<file path="src/rtl/alu_seq_pkg.sv">
// Shared definitions for the ALU op sequencer: ALUop codes, FSM encoding, default latencies.
package alu_seq_pkg;

  localparam logic [2:0] OP_ADD  = 3'd0;
  localparam logic [2:0] OP_SUB  = 3'd1;
  localparam logic [2:0] OP_SLT  = 3'd2;
  localparam logic [2:0] OP_AND  = 3'd3;
  localparam logic [2:0] OP_OR   = 3'd4;
  localparam logic [2:0] OP_XOR  = 3'd5;
  localparam logic [2:0] OP_NOR  = 3'd6;
  localparam logic [2:0] OP_MULT = 3'd7;

  typedef enum logic [1:0] {
    ST_IDLE = 2'd0,
    ST_EXEC = 2'd1,
    ST_RESP = 2'd2
  } state_t;

  localparam int DEF_DATA_W   = 16;
  localparam int DEF_ALU_LAT  = 1;
  localparam int DEF_MULT_LAT = 17;
  localparam int DEF_CNT_W    = 5;

endpackage

</file>
<file path="src/rtl/alu_op_sequencer_if.sv">
// Command/response bus between the control path (master) and the sequencer (slave).
// Handshake: a transfer happens on a rising edge where valid and ready are both 1;
// the sender holds payload stable while valid is high and ready is low.
interface alu_op_sequencer_if #(parameter int DATA_W = 16);
  logic                cmd_valid;
  logic                cmd_ready;
  logic [2:0]          cmd_op;
  logic [DATA_W-1:0]   cmd_a;
  logic [DATA_W-1:0]   cmd_b;
  logic                rsp_valid;
  logic                rsp_ready;
  logic [2*DATA_W-1:0] rsp_result;
  logic [2:0]          rsp_op;

  modport master (
    output cmd_valid, cmd_op, cmd_a, cmd_b, rsp_ready,
    input  cmd_ready, rsp_valid, rsp_result, rsp_op
  );

  modport slave (
    input  cmd_valid, cmd_op, cmd_a, cmd_b, rsp_ready,
    output cmd_ready, rsp_valid, rsp_result, rsp_op
  );
endinterface

</file>
<file path="src/rtl/alu_seq_lat_counter.sv">
// Latency down-counter: loads the remaining wait, decrements towards zero, flags zero.
module alu_seq_lat_counter #(
  parameter int CNT_W = 5
) (
  input  logic             clk,
  input  logic             reset,
  input  logic             load,
  input  logic [CNT_W-1:0] load_val,
  input  logic             dec,
  output logic             zero
);
  logic [CNT_W-1:0] cnt;

  // Load has priority; decrement saturates at zero.
  always_ff @(posedge clk or negedge reset) begin
    if (!reset) begin
      cnt <= '0;
    end else if (load) begin
      cnt <= load_val;
    end else if (dec && (cnt != '0)) begin
      cnt <= cnt - 1'b1;
    end
  end

  assign zero = (cnt == '0);
endmodule

</file>
<file path="src/rtl/alu_op_sequencer.sv">
// Command-side driver for the 16-bit ALU: one op in flight, op-dependent wait,
// result captured and returned on the response side of the bus.
module alu_op_sequencer
  import alu_seq_pkg::*;
#(
  parameter int DATA_W   = DEF_DATA_W,
  parameter int ALU_LAT  = DEF_ALU_LAT,
  parameter int MULT_LAT = DEF_MULT_LAT,
  parameter int CNT_W    = DEF_CNT_W
) (
  input  logic                clk,
  input  logic                reset,
  input  logic                flush,
  alu_op_sequencer_if.slave   bus,
  output logic [DATA_W-1:0]   alu_a,
  output logic [DATA_W-1:0]   alu_b,
  output logic [2:0]          alu_op,
  output logic                alu_mult_start,
  input  logic [2*DATA_W-1:0] alu_result,
  output logic                busy,
  output state_t              dbg_state
);
  localparam logic [CNT_W-1:0] ALU_LOAD  = CNT_W'(ALU_LAT - 1);
  localparam logic [CNT_W-1:0] MULT_LOAD = CNT_W'(MULT_LAT - 1);

  state_t            state;
  logic              accept;
  logic              cnt_zero;
  logic [CNT_W-1:0]  lat_load;

  // In RESP a flush blocks the direct hand-over to a new command.
  assign bus.cmd_ready = (state == ST_IDLE) ||
                         ((state == ST_RESP) && bus.rsp_ready && !flush);
  assign accept        = bus.cmd_valid && bus.cmd_ready;
  assign lat_load      = (bus.cmd_op == OP_MULT) ? MULT_LOAD : ALU_LOAD;
  assign bus.rsp_valid = (state == ST_RESP);
  assign busy          = (state != ST_IDLE);
  assign dbg_state     = state;

  alu_seq_lat_counter #(.CNT_W(CNT_W)) u_lat (
    .clk      (clk),
    .reset    (reset),
    .load     (accept),
    .load_val (lat_load),
    .dec      ((state == ST_EXEC) && !flush),
    .zero     (cnt_zero)
  );

  // Sequencer FSM: IDLE -> EXEC -> RESP -> IDLE (or RESP -> EXEC on back-to-back accept).
  always_ff @(posedge clk or negedge reset) begin
    if (!reset) begin
      state          <= ST_IDLE;
      alu_a          <= '0;
      alu_b          <= '0;
      alu_op         <= '0;
      alu_mult_start <= 1'b0;
      bus.rsp_result <= '0;
      bus.rsp_op     <= '0;
    end else begin
      alu_mult_start <= 1'b0;
      if (accept) begin
        alu_a          <= bus.cmd_a;
        alu_b          <= bus.cmd_b;
        alu_op         <= bus.cmd_op;
        alu_mult_start <= (bus.cmd_op == OP_MULT);
      end
      case (state)
        ST_IDLE: begin
          if (accept) state <= ST_EXEC;
        end
        ST_EXEC: begin
          if (flush) begin
            state <= ST_IDLE;
          end else if (cnt_zero) begin
            bus.rsp_result <= alu_result;
            bus.rsp_op     <= alu_op;
            state          <= ST_RESP;
          end
        end
        ST_RESP: begin
          if (flush)              state <= ST_IDLE;
          else if (accept)        state <= ST_EXEC;
          else if (bus.rsp_ready) state <= ST_IDLE;
        end
        default: state <= ST_IDLE;
      endcase
    end
  end
endmodule

</file>
<file path="src/flat_wrapper.sv">
// flat-port wrapper written by rule: the top's interface ports become plain ports
module alu_op_sequencer_flat import alu_seq_pkg::*;
#(
  parameter int DATA_W   = DEF_DATA_W,
  parameter int ALU_LAT  = DEF_ALU_LAT,
  parameter int MULT_LAT = DEF_MULT_LAT,
  parameter int CNT_W    = DEF_CNT_W
)
  (clk, reset, flush, alu_a, alu_b, alu_op, alu_mult_start, alu_result, busy, dbg_state, bus_cmd_valid, bus_cmd_op, bus_cmd_a, bus_cmd_b, bus_rsp_ready, bus_cmd_ready, bus_rsp_valid, bus_rsp_result, bus_rsp_op);
  alu_op_sequencer_if #(.DATA_W(DATA_W)) bus_i ();
  input  logic clk;
  input  logic reset;
  input  logic flush;
  output logic [DATA_W-1:0] alu_a;
  output logic [DATA_W-1:0] alu_b;
  output logic [2:0] alu_op;
  output logic alu_mult_start;
  input  logic [2*DATA_W-1:0] alu_result;
  output logic busy;
  output state_t dbg_state;
  input wire logic [$bits(bus_i.cmd_valid)-1:0] bus_cmd_valid;
  input wire logic [$bits(bus_i.cmd_op)-1:0] bus_cmd_op;
  input wire logic [$bits(bus_i.cmd_a)-1:0] bus_cmd_a;
  input wire logic [$bits(bus_i.cmd_b)-1:0] bus_cmd_b;
  input wire logic [$bits(bus_i.rsp_ready)-1:0] bus_rsp_ready;
  output wire logic [$bits(bus_i.cmd_ready)-1:0] bus_cmd_ready;
  output wire logic [$bits(bus_i.rsp_valid)-1:0] bus_rsp_valid;
  output wire logic [$bits(bus_i.rsp_result)-1:0] bus_rsp_result;
  output wire logic [$bits(bus_i.rsp_op)-1:0] bus_rsp_op;
  assign bus_i.cmd_valid = bus_cmd_valid;
  assign bus_i.cmd_op = bus_cmd_op;
  assign bus_i.cmd_a = bus_cmd_a;
  assign bus_i.cmd_b = bus_cmd_b;
  assign bus_i.rsp_ready = bus_rsp_ready;
  assign bus_cmd_ready = bus_i.cmd_ready;
  assign bus_rsp_valid = bus_i.rsp_valid;
  assign bus_rsp_result = bus_i.rsp_result;
  assign bus_rsp_op = bus_i.rsp_op;
  alu_op_sequencer #(.DATA_W(DATA_W), .ALU_LAT(ALU_LAT), .MULT_LAT(MULT_LAT), .CNT_W(CNT_W)) u_core (.clk(clk), .reset(reset), .flush(flush), .bus(bus_i), .alu_a(alu_a), .alu_b(alu_b), .alu_op(alu_op), .alu_mult_start(alu_mult_start), .alu_result(alu_result), .busy(busy), .dbg_state(dbg_state));
endmodule
</file>
<file path="config.mk">
export PLATFORM = sky130hd
export DESIGN_NAME = alu_op_sequencer_flat
export DESIGN_NICKNAME = d
export VERILOG_FILES = /design/src/rtl/alu_seq_pkg.sv /design/src/rtl/alu_op_sequencer_if.sv /design/src/rtl/alu_seq_lat_counter.sv /design/src/rtl/alu_op_sequencer.sv /design/src/flat_wrapper.sv
export SDC_FILE = /design/constraint.sdc
export NUM_CORES = 1
export LEC_CHECK = 0
export BUFFER_PORTS_ARGS = -buffer_cell sky130_fd_sc_hd__buf_2
export CAP_MARGIN = 20
export CORE_MARGIN = 2
export CORE_UTILIZATION = 46
export DETAILED_ROUTE_END_ITERATION = 10
export PLACE_DENSITY = 0.89
export SETUP_SLACK_MARGIN = 0.4
export SYNTH_ARGS = -nofsm -noshare
export SYNTH_HDL_FRONTEND = slang
export SYNTH_SLANG_ARGS = --single-unit
</file>
<file path="constraint.sdc">
create_clock -name clk -period 1.9 [get_ports clk]
set_input_delay 0.19 -clock clk [delete_from_list [all_inputs] [get_ports clk]]
set_output_delay 0.19 -clock clk [all_outputs]
set_load 0.005 [all_outputs]
</file>
==> qor.csv, run 1 <==
metric;value;unit
core_area;6390;um2
outcome;complete, no violations;
rrSetupSlack;0.27;ns
cpMaxStageDelayCell;dfrtp_1;
ys_seq_elements;78;
synth_nets;267;
cp_max_fo;35;
avgViaCountPerCell;5.06;
drive_gt1_frac;0.713;
dp_hpwl;4.61;mm
multi_input_area;1070;um2
r2r-start;u_core.u_lat.cnt[0];
holdWs;0.0817;ns
setup_tns;0;ns
cts-root-buf;clkbuf_8;
clk_latency;0.33;ns
netlist_instances;194;
firstDrtPassIters;4;
relSlewSlack;0.729;
min_period_over_period;0.856;
grt_pass1_wl;10.1;mm
routed_wl;6.67;mm
synth-edff-count;0;
final_net_count;431;
row_count;29;
tightest_slew;0.407;ns
routedWlPerCell;15.2;um
ir_drop;846;uV
max_freq;615;MHz
drv_cap;0;
crit_arrival;1.84;ns
num_io_pins;148;
antenna_found_initial;0;
vias;2223;
fp.dieArea;7320;um2
yosysTopAreaCell;dfrtp_1;
cts.sinks;78;
timing.rr.end;u_core.bus.rsp_op[0];
yosys_most_used_dff;dfrtp_1;
reg2regPathDepth;6;
rsz0062_at_grt;yes;
start_util;0.479;
regArea;1950;um2
ys_seq_area_frac;0.638;
cp.required;2.12;ns
synth_area_leaders;dfrtp_1 64%, mux2_2 24%, mux2_1 1.8%;
synth.top_cell.area_share;0.638;
async_flop_share;1.00;
worstSetupPathType;reg -> reg;
drc;0;
leakage;2.13;nW
dieWidth;85.6;um
whs_endpoint;u_core.alu_b[6];
yosysUniqueCellTypes;31;
post_dp_cell_area;3940;um2
synth_area;3060;um2
min_period;1.63;ns
fin_area;4260;um2
yosysWarningCount;0;
dpl.cell_count;413;
setup_violations;0;
holdCritStartpoint;bus_cmd_b[6];
cts.clk_slew.worst_paths;0.07;ns
crit_path_end_kind;register;
hold_path_class;in -> reg;
cts_max_path_buffers;2;
numPortBuffers;147;
die_h;85.6;um
antenna_cells;0;
layout.cells.non_filler;439;
maxSlewViolCount;0;
grt_max_degree;50;
grt_remaining_overflow;0;
ant_nets;0;
htreeDepth;3;
crit_chain;inv_1, ha_2, nor4b_4, nand2_2, buf_12, mux2_4;
numCtsBuffers;9;
cp-start-kind;register;
post_synth.cell_area_avg;15.8;um2
hold_depth;2;
grt_pass1_vias;2317;
fill_cells;488;
first_iter_violations;92;
cts_tree;done;
power_density;1610;nW/um2
gp_congestion;0.757;
grt.total_usage;0.176;
cpPeakStageDelay;0.40;ns
syn2layout_area_growth;39.1;%
fin_skew;0.00466;ns
hold_viol;0;
sequential cells by signal (all words and copies together), names as in the netlist:
register and flops:
u_core.bus.rsp_result 32, u_core.alu_a 16, u_core.alu_b 16, u_core.u_lat.cnt 5, u_core.alu_op 3, u_core.bus.rsp_op 3
u_core.dbg_state 2, u_core.alu_mult_start 1
where the power goes:
part | internal, mW | switching [mW]
registers | 2.48 | 0.427
logic | 1.78 | 1.10
clock network | 0.499 | 0.544
metrics by stage:
step	utilization	setup slack, ns	power, mW
finish	0.666	0.274	6.83
global route	0.666	0.190	7.27
CTS	0.648	0.287	6.69
detailed placement	0.617	0.218	5.56
global placement	0.617	0.278	5.45
floorplan	-	0.298	4.40
layout make-up:
type / count / area share
flip-flops and latches: 78 / 0.459
multi-input cells: 102 / 0.253
repair buffers: 162 / 0.222
clock buffers: 11 / 0.0332
well taps: 77 / 0.0226
clock inverters: 4 / 0.00559
inverters: 5 / 0.00441
cells in the final DEF, fill, tap and decap left out, drive strengths merged:
master and instances:
a211oi 1, a21o 1, a21oi 6, a22oi 1, a311oi 1, a31o 1, buf 159, clkbuf 13
clkinv 4, dfrtp 78, dlygate4sd3 1, ha 1, inv 5, mux2 70, nand2 1, nand2b 2
nand3 2, nand4 1, nor2 1, nor2b 2, nor3 1, nor3b 1, nor4b 1, o21ai 2
o21bai 1, o41ai 1, or2 1, or3b 1, or4 1, or4b 1
worst max path at each step:
stage,start,slack [ns],to
CTS,u_core.u_lat.cnt[0],0.29,u_core.bus.rsp_op[0]
global route,u_core.u_lat.cnt[1],0.19,u_core.bus.rsp_op[0]
floorplan,u_core.u_lat.cnt[0],0.30,u_core.bus.rsp_op[0]
detailed placement,u_core.u_lat.cnt[0],0.22,u_core.bus.rsp_op[0]
finish,u_core.u_lat.cnt[0],0.27,u_core.bus.rsp_op[0]
global placement,u_core.u_lat.cnt[0],0.28,u_core.bus.rsp_result[29]
worst max-delay path: cells and delay by family (launching register included):
family	cells	cell delay [ns]
DFF	1	0.40
and+or+nand+nor	2	0.33
adders and majority gates	1	0.19
buffers and inverters	2	0.28
muxes	1	0.31
cell families (layout without fill, tap and decap cells):
logic type	after synthesis	after routing	share of synthesized area
flip-flops	78	78	0.638
multiplexers	70	70	0.258
AND/OR/NAND/NOR	16	16	0.0450
AO/OA/AOI/OAI	15	15	0.0327
buffers and inverters	14	182	0.0225
adder cells (fa/ha/maj)	1	1	0.00409
per-layer routing:
| metal | GRT usage | routed length, um |
|---|---|---|
| met1 | 0.189 | 2570 |
| met2 | 0.314 | 3520 |
| met3 | 0.0568 | 454 |
| met4 | 0.0794 | 127 |
| met5 | 0 | 0 |
cells in the mapped netlist, types with 2 or more instances:
cell type,instances
nor2b_1,2
mux2_1,5
o21ai_0,2
buf_2,7
dfrtp_1,78
mux2_2,65
inv_1,5
nand3_1,2
a21oi_1,5
nand2b_1,2
what timing repair did:
item | CTS | global route
gates cloned | 0 | 3
gates resized for setup | 3 | 2
endpoints found under the setup margin | 72 | 74
buffers inserted | 2 | 5
hold buffers | 1 | 0
pin swaps | 1 | 2
hold endpoints to repair | 29 | 0
No activity file was read; power rests on OpenSTA's default activity.
==> run 2: changes to the inputs <==
--- a/config.mk
+++ b/config.mk
@@ -8,10 +8,11 @@
 export BUFFER_PORTS_ARGS = -buffer_cell sky130_fd_sc_hd__buf_2
 export CAP_MARGIN = 20
 export CORE_MARGIN = 2
-export CORE_UTILIZATION = 46
+export CORE_UTILIZATION = 47
 export DETAILED_ROUTE_END_ITERATION = 10
 export PLACE_DENSITY = 0.89
 export SETUP_SLACK_MARGIN = 0.4
 export SYNTH_ARGS = -nofsm -noshare
 export SYNTH_HDL_FRONTEND = slang
+export SYNTH_HIERARCHICAL = 1
 export SYNTH_SLANG_ARGS = --single-unit
==> qor.csv, run 2 <==
metric;value;unit;change
synth-edff-count;0;;unchanged
cts.clk_slew.worst_paths;0.08;ns;about the same
grt_remaining_overflow;0;;unchanged
syn2layout_area_growth;50.3;%;
yosysTopAreaCell;dfrtp_1;;
row_count;30;;+3.4%
cp-start-kind;register;;
multi_input_area;1370;um2;+28%
hold_viol;0;;unchanged
yosysWarningCount;6;;+6
num_io_pins;148;;unchanged
async_flop_share;1.00;;unchanged
start_util;0.482;;+0.00309
relSlewSlack;0.625;;-0.103
violations;setup timing;;
cp.required;2.12;ns;about the same
largestRegisters;u_core/bus.rsp_result (32), u_core/alu_a (16), u_core/alu_b (16);;
ys_seq_elements;78;;unchanged
dp_hpwl;4.96;mm;+7.6%
layout.cells.non_filler;466;;+6.2%
grt_pass1_wl;11.6;mm;+16%
final_net_count;456;;+5.8%
synth_area_leaders;dfrtp_1 60%, mux2_4 13%, mux2_2 11%;;
die_h;87.0;um;+1.7%
holdWs;0.0793;ns;-0.00242 ns
cpPeakStageDelay;0.46;ns;+0.06 ns
cp_max_fo;6;;-83%
synth.top_cell.area_share;0.603;;-0.0355
critPathMostFrequentCell;inv_2;;
htreeDepth;3;;unchanged
drive_gt1_frac;0.725;;+0.0127
drc;0;;unchanged
numPortBuffers;147;;unchanged
routedWlPerCell;16.4;um;+8.0%
rrSetupSlack;-0.03;ns;-0.30 ns
post_synth.cell_area_avg;16.4;um2;+3.8%
leakage;2.58;nW;+21%
whs_endpoint;u_core/alu_a[12];;
dpl.cell_count;432;;+4.6%
antenna_cells;0;;unchanged
yosys.cell_count.top_type;dfrtp_1;;
largest-register;u_core/bus.rsp_result;;
fp.dieArea;7570;um2;+3.5%
pre_cts_ws;-0.00813;ns;-0.226 ns
post_dp_cell_area;4140;um2;+5.0%
firstDrtPassIters;4;;unchanged
regArea;1950;um2;about the same
power_density;1330;nW/um2;-17%
cts_max_path_buffers;2;;unchanged
netlist_instances;198;;+2.1%
reg2regPathDepth;7;;+1
numCtsBuffers;9;;unchanged
worstSetupPathType;reg -> reg;;
yosys_most_used_dff;dfrtp_1;;
first_iter_violations;31;;-66%
layout_common_cells;145 x buf_2, 77 x dfrtp_1, 69 x mux2_4;;
holdCritStartpoint;bus_cmd_a[12];;
grt.total_usage;0.202;;+0.0259
r2r-start;u_core/u_lat/cnt[1];;
antenna_found_initial;0;;unchanged
dieWidth;87.0;um;+1.7%
crit_chain;inv_2, ha_4, or4b_4, inv_2, and2_4, buf_6, mux2_2;;
yosysUniqueCellTypes;33;;+6.5%
maxSlewViolCount;0;;unchanged
core_area;6720;um2;+5.2%
rsz0062_at_grt;yes;;
min_period_over_period;1.02;;+0.160
setup_tns;-0.240;ns;-0.240 ns
setup_violations;27;;+27
layout_commonest_cell;buf_2;;
synth_top_cells_by_count;78 x dfrtp_1, 33 x mux2_2, 29 x mux2_4, 8 x mux2_1, 7 x a21oi_1;;
cts-root-buf;clkbuf_8;;
crit_arrival;2.15;ns;+0.31 ns
clk_latency;0.34;ns;about the same
timing.rr.end;u_core/bus.rsp_result[1];;
ant_nets;0;;unchanged
grt_pass1_vias;2378;;+2.6%
fill_cells;454;;-7.0%
cts.sinks;78;;unchanged
hold_path_class;in -> reg;;
gp_congestion;0.765;;+1.1%
cpMaxStageDelayCell;or4b_4;;
fin_total_pwr;6.49;mW;-5.0%
utilization;0.724;;+0.0581
vias;2309;;+3.9%
avgViaCountPerCell;4.95;;-2.1%
grt_max_degree;43;;-14%
routed_wl;7.65;mm;+15%
min_period;1.93;ns;+0.304 ns
max_freq;518;MHz;-16%
fin_area;4870;um2;+14%
outcome;complete, but fails checks;;
setup_ws;-0.0293;ns;-0.304 ns
hold_depth;2;;unchanged
largest_register_ffs;32;;unchanged
tightest_slew;0.562;ns;+0.155 ns
crit_path_end_kind;register;;
ir_drop;771;uV;-8.8%
synth_area;3240;um2;+5.9%
fin_skew;0.0121;ns;+0.00742 ns
drv_cap;0;;unchanged
ys_seq_area_frac;0.603;;-0.0355
cts_tree;done;;
==> run 2: per-layer routing <==
metal | GRT usage | wire length (um) | vias to the layer above
met5 | 0 | 0 | -
met4 | 0.0824 | 106 | 0
met3 | 0.0512 | 504 | 12
met2 | 0.325 | 3740 | 98
met1 | 0.260 | 3300 | 1134
li1 | - | - | 1065
==> run 2: logic make-up after synthesis <==
kind of cell,after synthesis,synth area share
simple gates,21,0.0456
other cells,1,0.00116
fa+ha+maj,1,0.00386
flops,78,0.603
buf+inv,13,0.0413
compound gates,14,0.0286
mux,70,0.277
==> run 2: repair_timing <==
action	in CTS	in global routing
hold buffers	1	0
gates resized for setup	38	24
endpoints found under the setup margin	75	78
pin swaps	0	1
hold endpoints to repair	41	0
cloned	5	2
buffers inserted	7	5
==> run 2: worst max-delay path by stage <==
stage / start / to / slack [ns] / cells after the start
floorplan: u_core/u_lat/cnt[1] / u_core/bus.rsp_op[2] / -0.03 / 8
global placement: u_core/u_lat/cnt[1] / u_core/bus.rsp_result[30] / 0.03 / 7
detailed placement: u_core/u_lat/cnt[1] / u_core/bus.rsp_result[30] / -0.008 / 7
CTS: u_core/u_lat/cnt[1] / u_core/bus.rsp_result[4] / 0.003 / 7
global route: u_core/u_lat/cnt[0] / u_core/bus.rsp_result[1] / -0.08 / 7
finish: u_core/u_lat/cnt[1] / u_core/bus.rsp_result[1] / -0.03 / 7
==> run 2: critical path: cells and delay by family, from the launching register on <==
family        cells  cell delay (ns)
simple gates      2             0.67
fa+ha+maj         1             0.13
buf+inv           3             0.30
mux               1             0.33
flops             1             0.39
==> run 2: power by group <==
group          switching, mW  leakage (nW)  total (mW)  internal [mW]
sequential             0.359         0.970        2.66           2.30
clock                  0.555         0.104        1.31          0.759
combinational          0.845          1.51        2.52           1.67
==> run 2: layout make-up <==
class,instances,share of cell area
clock buffers,10,0.0283
repair buffers,180,0.250
flip-flops and latches,78,0.401
inverters,4,0.00308
clock inverters,4,0.0149
well taps,80,0.0206
multi-input cells,110,0.282
